<file path="config.mk">
export PLATFORM = sky130hd
export DESIGN_NAME = rtc_lector
export DESIGN_NICKNAME = d
export VERILOG_FILES = /design/src/rtl/rtc_lector.sv
export SDC_FILE = /design/constraint.sdc
export NUM_CORES = 1
export LEC_CHECK = 0
export CAP_MARGIN = 10
export CORE_AREA = 2 2 103 105
export DETAILED_ROUTE_END_ITERATION = 10
export DIE_AREA = 0 0 105 107
export PLACE_DENSITY = 0.71
export SLEW_MARGIN = 30
export SYNTH_ARGS = -nofsm -noshare
export SYNTH_HDL_FRONTEND = slang
export SYNTH_SLANG_ARGS = --single-unit
export TNS_END_PERCENT = 30
</file>
<file path="constraint.sdc">
create_clock -name clk -period 6.4 [get_ports clk]
set_clock_uncertainty 0.2 [all_clocks]
set_input_delay 1.28 -clock clk [delete_from_list [all_inputs] [get_ports clk]]
set_output_delay 1.28 -clock clk [all_outputs]
set_load 0.02 [all_outputs]
</file>
<file path="src/rtl/rtc_lector.sv">
// rtc_lector: read sweep over the nine RTC time/date/timer registers.
// A start pulse in IDLE walks the multiplexed AD bus through an
// address-latch cycle and a read cycle for each register and stores the
// returned byte in a dedicated output register. Every output is a flop;
// the bus controls are computed from the next state so that they line up
// exactly with the state register.
module rtc_lector #(
    parameter logic [11:0] T_PHASE = 12'h04a
) (
    input  logic       clk,
    input  logic       reset,
    input  logic       start,
    input  logic [7:0] ad_in,
    output logic [7:0] ad_out,
    output logic       ad_oe,
    output logic       cs_n,
    output logic       rd_n,
    output logic       wr_n,
    output logic       a_d,
    output logic       busy,
    output logic       done,
    output logic [7:0] seg,
    output logic [7:0] min,
    output logic [7:0] hora,
    output logic [7:0] dia,
    output logic [7:0] mes,
    output logic [7:0] anio,
    output logic [7:0] seg_t,
    output logic [7:0] min_t,
    output logic [7:0] hora_t
);

    typedef enum logic [2:0] {
        S_IDLE     = 3'd0,
        S_ADDR     = 3'd1,
        S_ADDR_REL = 3'd2,
        S_READ     = 3'd3,
        S_GAP      = 3'd4,
        S_DONE     = 3'd5
    } state_t;

    localparam logic [3:0] LAST_IDX = 4'd8;

    // Register address for each sweep slot, in the order they are read.
    function automatic logic [7:0] addr_of(input logic [3:0] idx);
        logic [7:0] a;
        case (idx)
            4'd0:    a = 8'h21;
            4'd1:    a = 8'h22;
            4'd2:    a = 8'h23;
            4'd3:    a = 8'h24;
            4'd4:    a = 8'h25;
            4'd5:    a = 8'h26;
            4'd6:    a = 8'h41;
            4'd7:    a = 8'h42;
            4'd8:    a = 8'h43;
            default: a = 8'h00;
        endcase
        return a;
    endfunction

    state_t      state_q, state_d;
    logic [11:0] cnt_q, cnt_d;
    logic [3:0]  idx_q, idx_d;
    logic        phase_end_s;

    logic [7:0]  ad_out_q, ad_out_d;
    logic        ad_oe_q, ad_oe_d;
    logic        cs_n_q, cs_n_d;
    logic        rd_n_q, rd_n_d;
    logic        wr_n_q, wr_n_d;
    logic        a_d_q, a_d_d;
    logic        busy_q, busy_d;
    logic        done_q, done_d;

    logic [7:0]  data_q [9];
    logic [7:0]  data_d [9];

    assign phase_end_s = (cnt_q == (T_PHASE - 12'd1));

    // Sequencer: phase counting, state advance and sweep index.
    always_comb begin
        state_d = state_q;
        cnt_d   = cnt_q;
        idx_d   = idx_q;
        case (state_q)
            S_IDLE: begin
                cnt_d = 12'd0;
                if (start) begin
                    state_d = S_ADDR;
                    idx_d   = 4'd0;
                end else begin
                    state_d = S_IDLE;
                end
            end
            S_ADDR, S_ADDR_REL, S_READ: begin
                if (phase_end_s) begin
                    cnt_d = 12'd0;
                    if (state_q == S_ADDR) begin
                        state_d = S_ADDR_REL;
                    end else if (state_q == S_ADDR_REL) begin
                        state_d = S_READ;
                    end else begin
                        state_d = S_GAP;
                    end
                end else begin
                    cnt_d = cnt_q + 12'd1;
                end
            end
            S_GAP: begin
                if (phase_end_s) begin
                    cnt_d = 12'd0;
                    if (idx_q == LAST_IDX) begin
                        state_d = S_DONE;
                    end else begin
                        idx_d   = idx_q + 4'd1;
                        state_d = S_ADDR;
                    end
                end else begin
                    cnt_d = cnt_q + 12'd1;
                end
            end
            S_DONE: begin
                cnt_d   = 12'd0;
                state_d = S_IDLE;
            end
            default: begin
                cnt_d   = 12'd0;
                idx_d   = 4'd0;
                state_d = S_IDLE;
            end
        endcase
    end

    // Bus and status levels for the upcoming state, registered below.
    always_comb begin
        ad_out_d = ad_out_q;
        ad_oe_d  = 1'b0;
        cs_n_d   = 1'b1;
        rd_n_d   = 1'b1;
        wr_n_d   = 1'b1;
        a_d_d    = 1'b1;
        busy_d   = 1'b0;
        done_d   = 1'b0;
        case (state_d)
            S_IDLE: begin
                ad_out_d = 8'h00;
            end
            S_ADDR: begin
                ad_out_d = addr_of(idx_d);
                ad_oe_d  = 1'b1;
                cs_n_d   = 1'b0;
                wr_n_d   = 1'b0;
                a_d_d    = 1'b0;
                busy_d   = 1'b1;
            end
            S_ADDR_REL: begin
                ad_out_d = addr_of(idx_d);
                ad_oe_d  = 1'b1;
                a_d_d    = 1'b0;
                busy_d   = 1'b1;
            end
            S_READ: begin
                cs_n_d = 1'b0;
                rd_n_d = 1'b0;
                busy_d = 1'b1;
            end
            S_GAP: begin
                busy_d = 1'b1;
            end
            S_DONE: begin
                busy_d = 1'b1;
                done_d = 1'b1;
            end
            default: begin
                ad_out_d = 8'h00;
            end
        endcase
    end

    // Capture the returned byte only on the final cycle of the read phase.
    always_comb begin
        for (int i = 0; i < 9; i++) begin
            data_d[i] = data_q[i];
        end
        if ((state_q == S_READ) && phase_end_s) begin
            for (int i = 0; i < 9; i++) begin
                if (idx_q == 4'(i)) begin
                    data_d[i] = ad_in;
                end else begin
                    data_d[i] = data_q[i];
                end
            end
        end else begin
            data_d[0] = data_q[0];
        end
    end

    // Sequencer and output registers; reset aborts any sweep in progress.
    always_ff @(posedge clk or negedge reset) begin
        if (!reset) begin
            state_q  <= S_IDLE;
            cnt_q    <= 12'd0;
            idx_q    <= 4'd0;
            ad_out_q <= 8'h00;
            ad_oe_q  <= 1'b0;
            cs_n_q   <= 1'b1;
            rd_n_q   <= 1'b1;
            wr_n_q   <= 1'b1;
            a_d_q    <= 1'b1;
            busy_q   <= 1'b0;
            done_q   <= 1'b0;
        end else begin
            state_q  <= state_d;
            cnt_q    <= cnt_d;
            idx_q    <= idx_d;
            ad_out_q <= ad_out_d;
            ad_oe_q  <= ad_oe_d;
            cs_n_q   <= cs_n_d;
            rd_n_q   <= rd_n_d;
            wr_n_q   <= wr_n_d;
            a_d_q    <= a_d_d;
            busy_q   <= busy_d;
            done_q   <= done_d;
        end
    end

    // Captured register file; cleared by reset, held between sweeps.
    always_ff @(posedge clk or negedge reset) begin
        if (!reset) begin
            for (int i = 0; i < 9; i++) begin
                data_q[i] <= 8'h00;
            end
        end else begin
            for (int i = 0; i < 9; i++) begin
                data_q[i] <= data_d[i];
            end
        end
    end

    assign ad_out = ad_out_q;
    assign ad_oe  = ad_oe_q;
    assign cs_n   = cs_n_q;
    assign rd_n   = rd_n_q;
    assign wr_n   = wr_n_q;
    assign a_d    = a_d_q;
    assign busy   = busy_q;
    assign done   = done_q;
    assign seg    = data_q[0];
    assign min    = data_q[1];
    assign hora   = data_q[2];
    assign dia    = data_q[3];
    assign mes    = data_q[4];
    assign anio   = data_q[5];
    assign seg_t  = data_q[6];
    assign min_t  = data_q[7];
    assign hora_t = data_q[8];

endmodule

</file>
==> results.txt, run 1 <==
The flow ran to the end, and the final reports show no timing, DRC or antenna violations. The sink count of the clock tree is 103. The final wirelength is 9.336 mm.

Setup repair after global routing left no endpoint under its margin. The max-cap violation count is 0. The final core area utilization came out at 0.5636.

The vertical die dimension came out at 107 um. In the synthesized netlist the dominant register cell turns out to be dfrtp_1. The worst register-to-register path ends at ad_out[1]. The cell area that synthesis handed to floorplanning was 4425 um^2. The total overflow left after global routing is 0. STA puts the critical path data arrival time at 3.54 ns. The total of endpoints with negative setup slack in the final report is 0. The startpoint of the lowest-slack hold path is anio[5]. Before antenna repair, the detailed router went through 5 iterations. By instance count, the cell type seen most on the critical path is ha_1. Across all register-to-register paths, the minimum setup slack is 2.97 ns. The worst-case IR drop observed on VDD is 0.00009293 V. The proportion of register bits with asynchronous set or reset after synthesis is 1.000. Counting every instance in the synthesized netlist gives 330. The transition time at the pin with the least slew margin is 0.7436 ns. The multi-input logic area came out at 1762 um^2.

The count of buffer and inverter cells on the critical path is 1. The library cell used as clock root buffer is clkbuf_8. The clock transition at the registers of the reported paths came out at 0.10 ns. The number of buffers added to fix hold violations after cts came out at 0. The final sum of negative setup slack is 0 ns. The post-route worst setup slack is 2.970 ns.

Dividing total power by cell area gives a power density of 201.3 nW/um^2. In this run the worst path has a maximum fanout of 5. In this run the mean area of a mapped cell was 13.41 um^2.

The number of global-route vias before repair is 2884. The pin count of the biggest net entering global routing came out at 61. The number of hold-slack violations in the final timing report came to 0. The number of I/O port buffers is 94.

The worst hold path terminates at anio[5]. The global-route wire length before repair is 15.25 mm. The number of gates resized after CTS was 0. The cell class contributing the biggest share of worst-path delay is simple AND/OR/NAND/NOR gates. The number of vias per cell came out at 5.304.

The worst slack at placement is 2.826 ns. The share of the clock period used by the worst path came out at 0.5360. The cell depth of the worst min-delay path is 1. The type of the worst setup path is reg -> reg. The kind of path behind the tightest hold check is reg -> reg. The post-layout minimum cycle time came out at 3.430 ns. The effective utilization at floorplan came out at 0.4385. The number of vias after detailed routing came out at 3023. The largest buffer count on any clock path came out at 2. The placeable core area is 10090 um^2. CTS built an H-tree with a depth of 3. The filler cells instantiated in the layout total 868.

TritonCTS created 9 clock buffers. After the first detailed-routing iteration, the DRC count stood at 132. In the final routed layout, each cell accounts on average for 16.38 um. The row count came out at 37. Buffers added to address setup during post-CTS repair amount to 0. The total design power is 1.145 mW.

The HPWL after detailed placement is 6.773 mm. The aggregate global-route resource usage is 0.1727. Traced cell by cell, the critical path runs through inv_1, ha_1, or4bb_1, nor3_1, nand2_1, xnor2_1, or2_2, ha_1, nand3b_1, a2111oi_0, a221o_1. In this run, synthesis produced a sequential element count of 103. The peak clock frequency supported by timing came out at 291.5 MHz. For this run, design rule violations remaining after detail routing come to 0. The slowest stage of the critical path is the or4bb_1 cell. The kind of end point of the critical path is a flop. The non-filler instance count after layout came out at 570.

Including well taps, the total number of placed cells is 555. The startpoint identified for the worst register-to-register timing path is cnt_q[1]. The die is 105 um wide. The final-report max-slew violation count is 0. The number of warning messages in the yosys log is 0. The number of enable-type register cells in the synthesized netlist is 0. STA classifies the critical path startpoint as a flop. The total inserted antenna cells is 0. For this run, the register share of the synthesized area comes to 0.5835. The count of nets left with antenna violations after detail routing is 0. The share of post-route cells with drive strength above 1 came out at 0.1682. The storage element area came out at 2582 um^2. The clock tree from TritonCTS is built. The post-layout net count is 448. The largest single stage delay on the critical path is 0.57 ns. The normalized max-slew margin came out at 0.5043. The required time of the worst setup path is 6.50 ns. The layout overhead on the synthesized area came out at 28.53%. The leakage power came out at 2.474 nW. The depth of the most critical reg-to-reg path is 11. The die covers 11240 um^2. At the end of routability-driven placement, the weighted congestion stood at 0.8287. The I/O pin total came out at 98.

After synthesis, the netlist uses 58 different library cells. The clock insertion delay at the later pin of the skew report came out at 0.36 ns. The number of antenna violations at the first check in global routing came to 0.
-- metrics by stage --
| step | hold WS (ns) | instance area [um^2] |
|---|---|---|
| CTS | 0.3024 | 5688 |
| floorplan | 0.2927 | 4433 |
| finish | 0.2970 | 5688 |
| global placement | 0.2727 | 5509 |
| global route | 0.3190 | 5688 |
| detailed placement | 0.2800 | 5509 |
-- per-layer routing --
layer / wire length [um] / track usage / vias to the layer above
met1: 4120 / 0.2314 / 1517
met5: 0 / 0 / -
li1: - / - / 1376
met3: 540 / 0.03951 / 16
met4: 122 / 0.05143 / 0
met2: 4552 / 0.2820 / 114
-- worst register-to-register path, cell delays in order (launching register included) --
cell and delay, ns:
dfrtp_1 0.43, inv_1 0.07, ha_1 0.15, or4bb_1 0.57
nor3_1 0.32, nand2_1 0.12, xnor2_1 0.14, or2_2 0.28
ha_1 0.23, nand3b_1 0.24, a2111oi_0 0.44, a221o_1 0.18
-- sequential cells by signal, summed over array words and instances (netlist names), 5 cells and up --
| register | flops |
|---|---|
| min_t | 8 |
| anio | 8 |
| dia | 8 |
| ad_out | 5 |
| hora_t | 8 |
| seg | 8 |
| cnt_q | 12 |
| mes | 8 |
| seg_t | 8 |
| min | 8 |
| hora | 8 |
-- worst max-delay path by stage --
stage,slack (ns),endpoint,depth (start not counted),start
finish,2.97,ad_out[1],11,cnt_q[1]
detailed placement,2.83,ad_out[1],7,start
CTS,2.99,ad_out[1],11,cnt_q[1]
global placement,2.89,ad_out[1],7,start
global route,2.75,ad_out[1],11,cnt_q[1]
floorplan,3.33,ad_out[1],11,cnt_q[1]
-- cells in the final DEF, fill, tap and decap left out, types with 5 or more instances in the layout --
cell             synthesis  layout
clkbuf_8                 0       9
clkdlybuf4s50_1          0      93
mux2_1                  33      33
nand3_1                 11      11
nand2_1                 14      14
nor3_1                   7       7
ha_1                     7       7
xor2_1                   8       8
inv_1                   10      10
xnor2_1                  5       5
dfrtp_1                 99      99
mux2_2                  40      40
nor2_1                  17      17
-- layout make-up --
class                      instances  share of cell area
multi-input combinational        209              0.3097
clock buffer                       9             0.02178
sequential                       103              0.4540
tap                              136             0.02992
timing repair buffer              96              0.1676
inverter                          11            0.007259
clock inverter                     6            0.009679
-- cell usage after synthesis (2+ instances only) --
master,n,area share
nand4_1,3,0.0042
dfstp_2,4,0.024
a2bb2oi_1,2,0.0040
nand3_1,11,0.012
xnor2_1,5,0.0099
mux2i_1,2,0.0045
nor4_2,3,0.0085
inv_1,10,0.0085
ha_1,7,0.020
mux2_2,40,0.10
nand3b_1,2,0.0034
o22ai_1,2,0.0028
o21ai_1,2,0.0023
and2_1,4,0.0057
and3_1,4,0.0057
buf_2,2,0.0023
clkbuf_1,3,0.0025
nor2_1,17,0.014
nor2b_1,2,0.0028
buf_4,3,0.0051
a22o_1,2,0.0040
a21oi_1,4,0.0045
nor3_1,7,0.0079
nand2_1,14,0.012
nand2b_1,2,0.0028
nor4_1,2,0.0028
xor2_1,8,0.016
a21o_1,2,0.0034
mux2_1,33,0.084
dfrtp_1,99,0.56
and4_1,2,0.0040
-- kinds of logic (layout without fill, tap and decap cells) --
family / Yosys count / in the layout / share of synthesized area
flip-flops: 103 / 103 / 0.5835
AND/OR/NAND/NOR: 84 / 84 / 0.1103
multiplexers: 75 / 75 / 0.1903
AO/OA/AOI/OAI: 27 / 27 / 0.04948
buffers and inverters: 20 / 122 / 0.02007
XOR/XNOR: 13 / 13 / 0.02573
adder cells (fa/ha/maj): 7 / 7 / 0.01979
other: 1 / 3 / 0.0008474
-- report_power, final --
| part | switching, mW | internal (mW) |
|---|---|---|
| logic | 0.0511 | 0.0409 |
| registers | 0.00813 | 0.666 |
| clock network | 0.232 | 0.147 |
No activity file was read; power rests on OpenSTA's default activity.
==> run 2, diff against run 1 <==
Clock period 6.4 ns to 3.5 ns, I/O delays scaled along.
==> run 2 against run 1 <==
Compared with the run above:
- register-to-register slack got worse by 2.7 ns
- sequential share of layout area decreased by 0.33 points
- non-clock buffer count decreased by 1
- wire length increased by 0.87%
- largest cell class unchanged
==> results.txt, run 2 (same netlist as run 1, synthesis figures left out) <==
The flow ran to the end, and the final reports show no timing, DRC or antenna violations. The placement-stage cell area is 5514 um^2. The switching share of power is 0.2407. The floorplan has 37 rows.

The number of flip-flops in the largest register is 12. The final core area utilization came out at 0.5677. The relative contribution of sequential cells to total power is 0.571. The number of I/O port buffers is 94. Setup repair after global routing left no endpoint under its margin.

The worst setup path is launched from a flop. The post-layout minimum cycle time came out at 3.239 ns. The sink count of the clock tree came out at 103. The max-cap violation count came out at 0. The highest ir drop seen on vdd is 0.0001854 V. The worst setup path is captured at a flop.

Counting stages on the worst path, the most repeated cell is ha_1. The placed wire-length estimate after detailed placement is 6.936 mm. The routed layout has 2950 vias.

After layout, the design draws a total of 2.157 mW. Leaving out fill and tap cells, the most frequent cells in the layout are dfrtp_1 (99), clkdlybuf4s50_1 (93), mux2_2 (40), mux2_1 (33), nor2_1 (17). The count of buffer and inverter cells on the critical path came out at 1. The count of nets left with antenna violations after detail routing is 0. The storage element area came out at 2582 um^2.

The number of levels in the clock H-tree is 3. The aggregate global-route resource usage came out at 0.1783. The transition time at the pin with the least slew margin is 0.8110 ns. The number of hold-slack violations in the final timing report came out at 0. In this run the tightest slew margin relative to its limit is 0.4557. The share of total power dissipated in combinational logic is 0.079. The aggregate global routing overflow is 0.

After detailed placement, the design holds a cell count of 554. In this run the static leakage power is 2.492 nW. The largest buffer count on any clock path is 2.

Grouping stages by cell kind, the critical path spends the most delay in simple AND/OR/NAND/NOR gates. The post-layout net count came out at 447. Dividing the detail-routed via count by the number of cells gives 5.175. The total of endpoints with negative setup slack in the final report came out at 0. Timing would allow up to 308.8 MHz. The share of post-route cells with drive strength above 1 is 0.1705. The multi-input logic area came out at 1773 um^2. The critical-path maximum fanout came out at 5. The worst path meets setup with 0.2612 ns of slack. The worst slack at placement came out at 0.1632 ns. The area of the die came out at 11240 um^2. The register with the most flip-flops in the final layout is cnt_q.

For this configuration, the core starts out at a cell density of 0.4385. The number of buffers added by the clock tree synthesis step is 9. For this run, the slowest stage of the critical path takes 0.58 ns.

The number of search-and-repair iterations in the first detailed-routing pass is 4. For the final routed database, the setup TNS stands at 0 ns. The number of antenna violations at the first check in global routing came to 0. The clock tree from TritonCTS is built. The final-report max-slew violation count is 0. The total power density per cell area is 376.5 nW/um^2. Summing all non-filler instances in the final layout gives an area of 5729 um^2. The number of remaining DRC errors is 0. The signal on the critical path passes through inv_1, ha_1, or4bb_1, nor3_2, nand2_1, xnor2_1, or2_2, ha_1, nand3b_1, a2111oi_2, a221o_1. The internal power of the cells totals 1.638 mW. The detailed-route wire length per cell is 16.52 um. From left edge to right edge, the die measures 105 um.

The library cell used most frequently in the layout, excluding fill and tap cells, is dfrtp_1. The share of the clock period used by the worst path came out at 0.9254. The total inserted antenna cells came out at 0. The required time of the worst setup path came out at 3.60 ns. The placer congestion estimate is 0.7876.

The switching power total came out at 0.5191 mW. The portion of total power attributed to the clock network is 0.350. The vertical die dimension is 107 um.

The number of global-route vias before repair came out at 3001. The layout has 882 filler cells. CTS placed an instance of clkbuf_8 at the clock tree root. The min-delay analysis places its worst path in the category in -> async. For this design, the slowest cell found on the critical path is or4bb_1. The non-filler instance count after layout came out at 570. The final wirelength came out at 9.417 mm. The global-route wire length before repair came out at 15.70 mm. Data on the critical path arrives at its endpoint at 3.34 ns.

By startpoint and endpoint, the worst setup path is classified as reg -> reg. During I/O placement, the number of pins put on the boundary was 98. The violation count after the first detailed-route iteration came out at 91. The placeable core area came out at 10090 um^2. Entering global routing, the biggest net connects 60 pins. At the later pin of the worst-skew pair, clock insertion delay measures 0.35 ns. Final hold analysis gives a worst-case slack of 0.1922 ns. The layout overhead on the synthesized area is 29.46%.

After clock tree synthesis, the clock-pin slew on the worst setup and hold paths is 0.11 ns.
-- run 2: worst reg2reg max path: stages (launching register included) --
cell and delay [ns]:
dfrtp_1 0.43, inv_1 0.07, ha_1 0.15, or4bb_1 0.58
nor3_2 0.22, nand2_1 0.10, xnor2_1 0.14, or2_2 0.28
ha_1 0.22, nand3b_1 0.25, a2111oi_2 0.39, a221o_1 0.15
-- run 2: metal layers --
layer	up-vias	routed length [um]	global-route usage
li1	1370	-	-
met1	1476	4273	0.2391
met2	97	4627	0.2973
met3	7	446	0.04073
met4	0	69	0.04000
met5	-	0	0
-- run 2: cell type report --
| class | count | area share |
|---|---|---|
| clock buffers | 10 | 0.02228 |
| multi-input cells | 209 | 0.3095 |
| flip-flops and latches | 103 | 0.4508 |
| inverters | 11 | 0.007207 |
| repair buffers | 95 | 0.1673 |
| clock inverters | 6 | 0.01332 |
| well taps | 136 | 0.02970 |
-- run 2: worst paths after layout --
check | from | end | cells after the start | slack [ns]
max | cnt_q[1] | ad_out[1] | 11 | 0.26
min | reset | dia[4] | 1 | 0.19
max reg2reg | cnt_q[1] | ad_out[1] | 11 | 0.26
min reg2reg | seg_t[7] | seg_t[7] | 1 | 0.30
max in group asynchronous | reset | wr_n | 2 | 2.14
min in group clk | seg_t[7] | seg_t[7] | 1 | 0.30
-- run 2: what timing repair did --
item | 4_1_cts | 5_1_grt
resized for setup | 0 | 3
hold buffers | 0 | 0
setup endpoints to repair | 0 | 1
buffers inserted | 0 | 0
-- run 2: power by group through the flow --
stage / clock (mW) / sequential (mW) / combinational [mW]
floorplan: 0 / 1.29 / 0.0276
global placement: 0 / 1.25 / 0.172
CTS: 0.785 / 1.23 / 0.175
detailed placement: 0 / 1.26 / 0.175
finish: 0.754 / 1.23 / 0.171
global route: 0.836 / 1.24 / 0.185
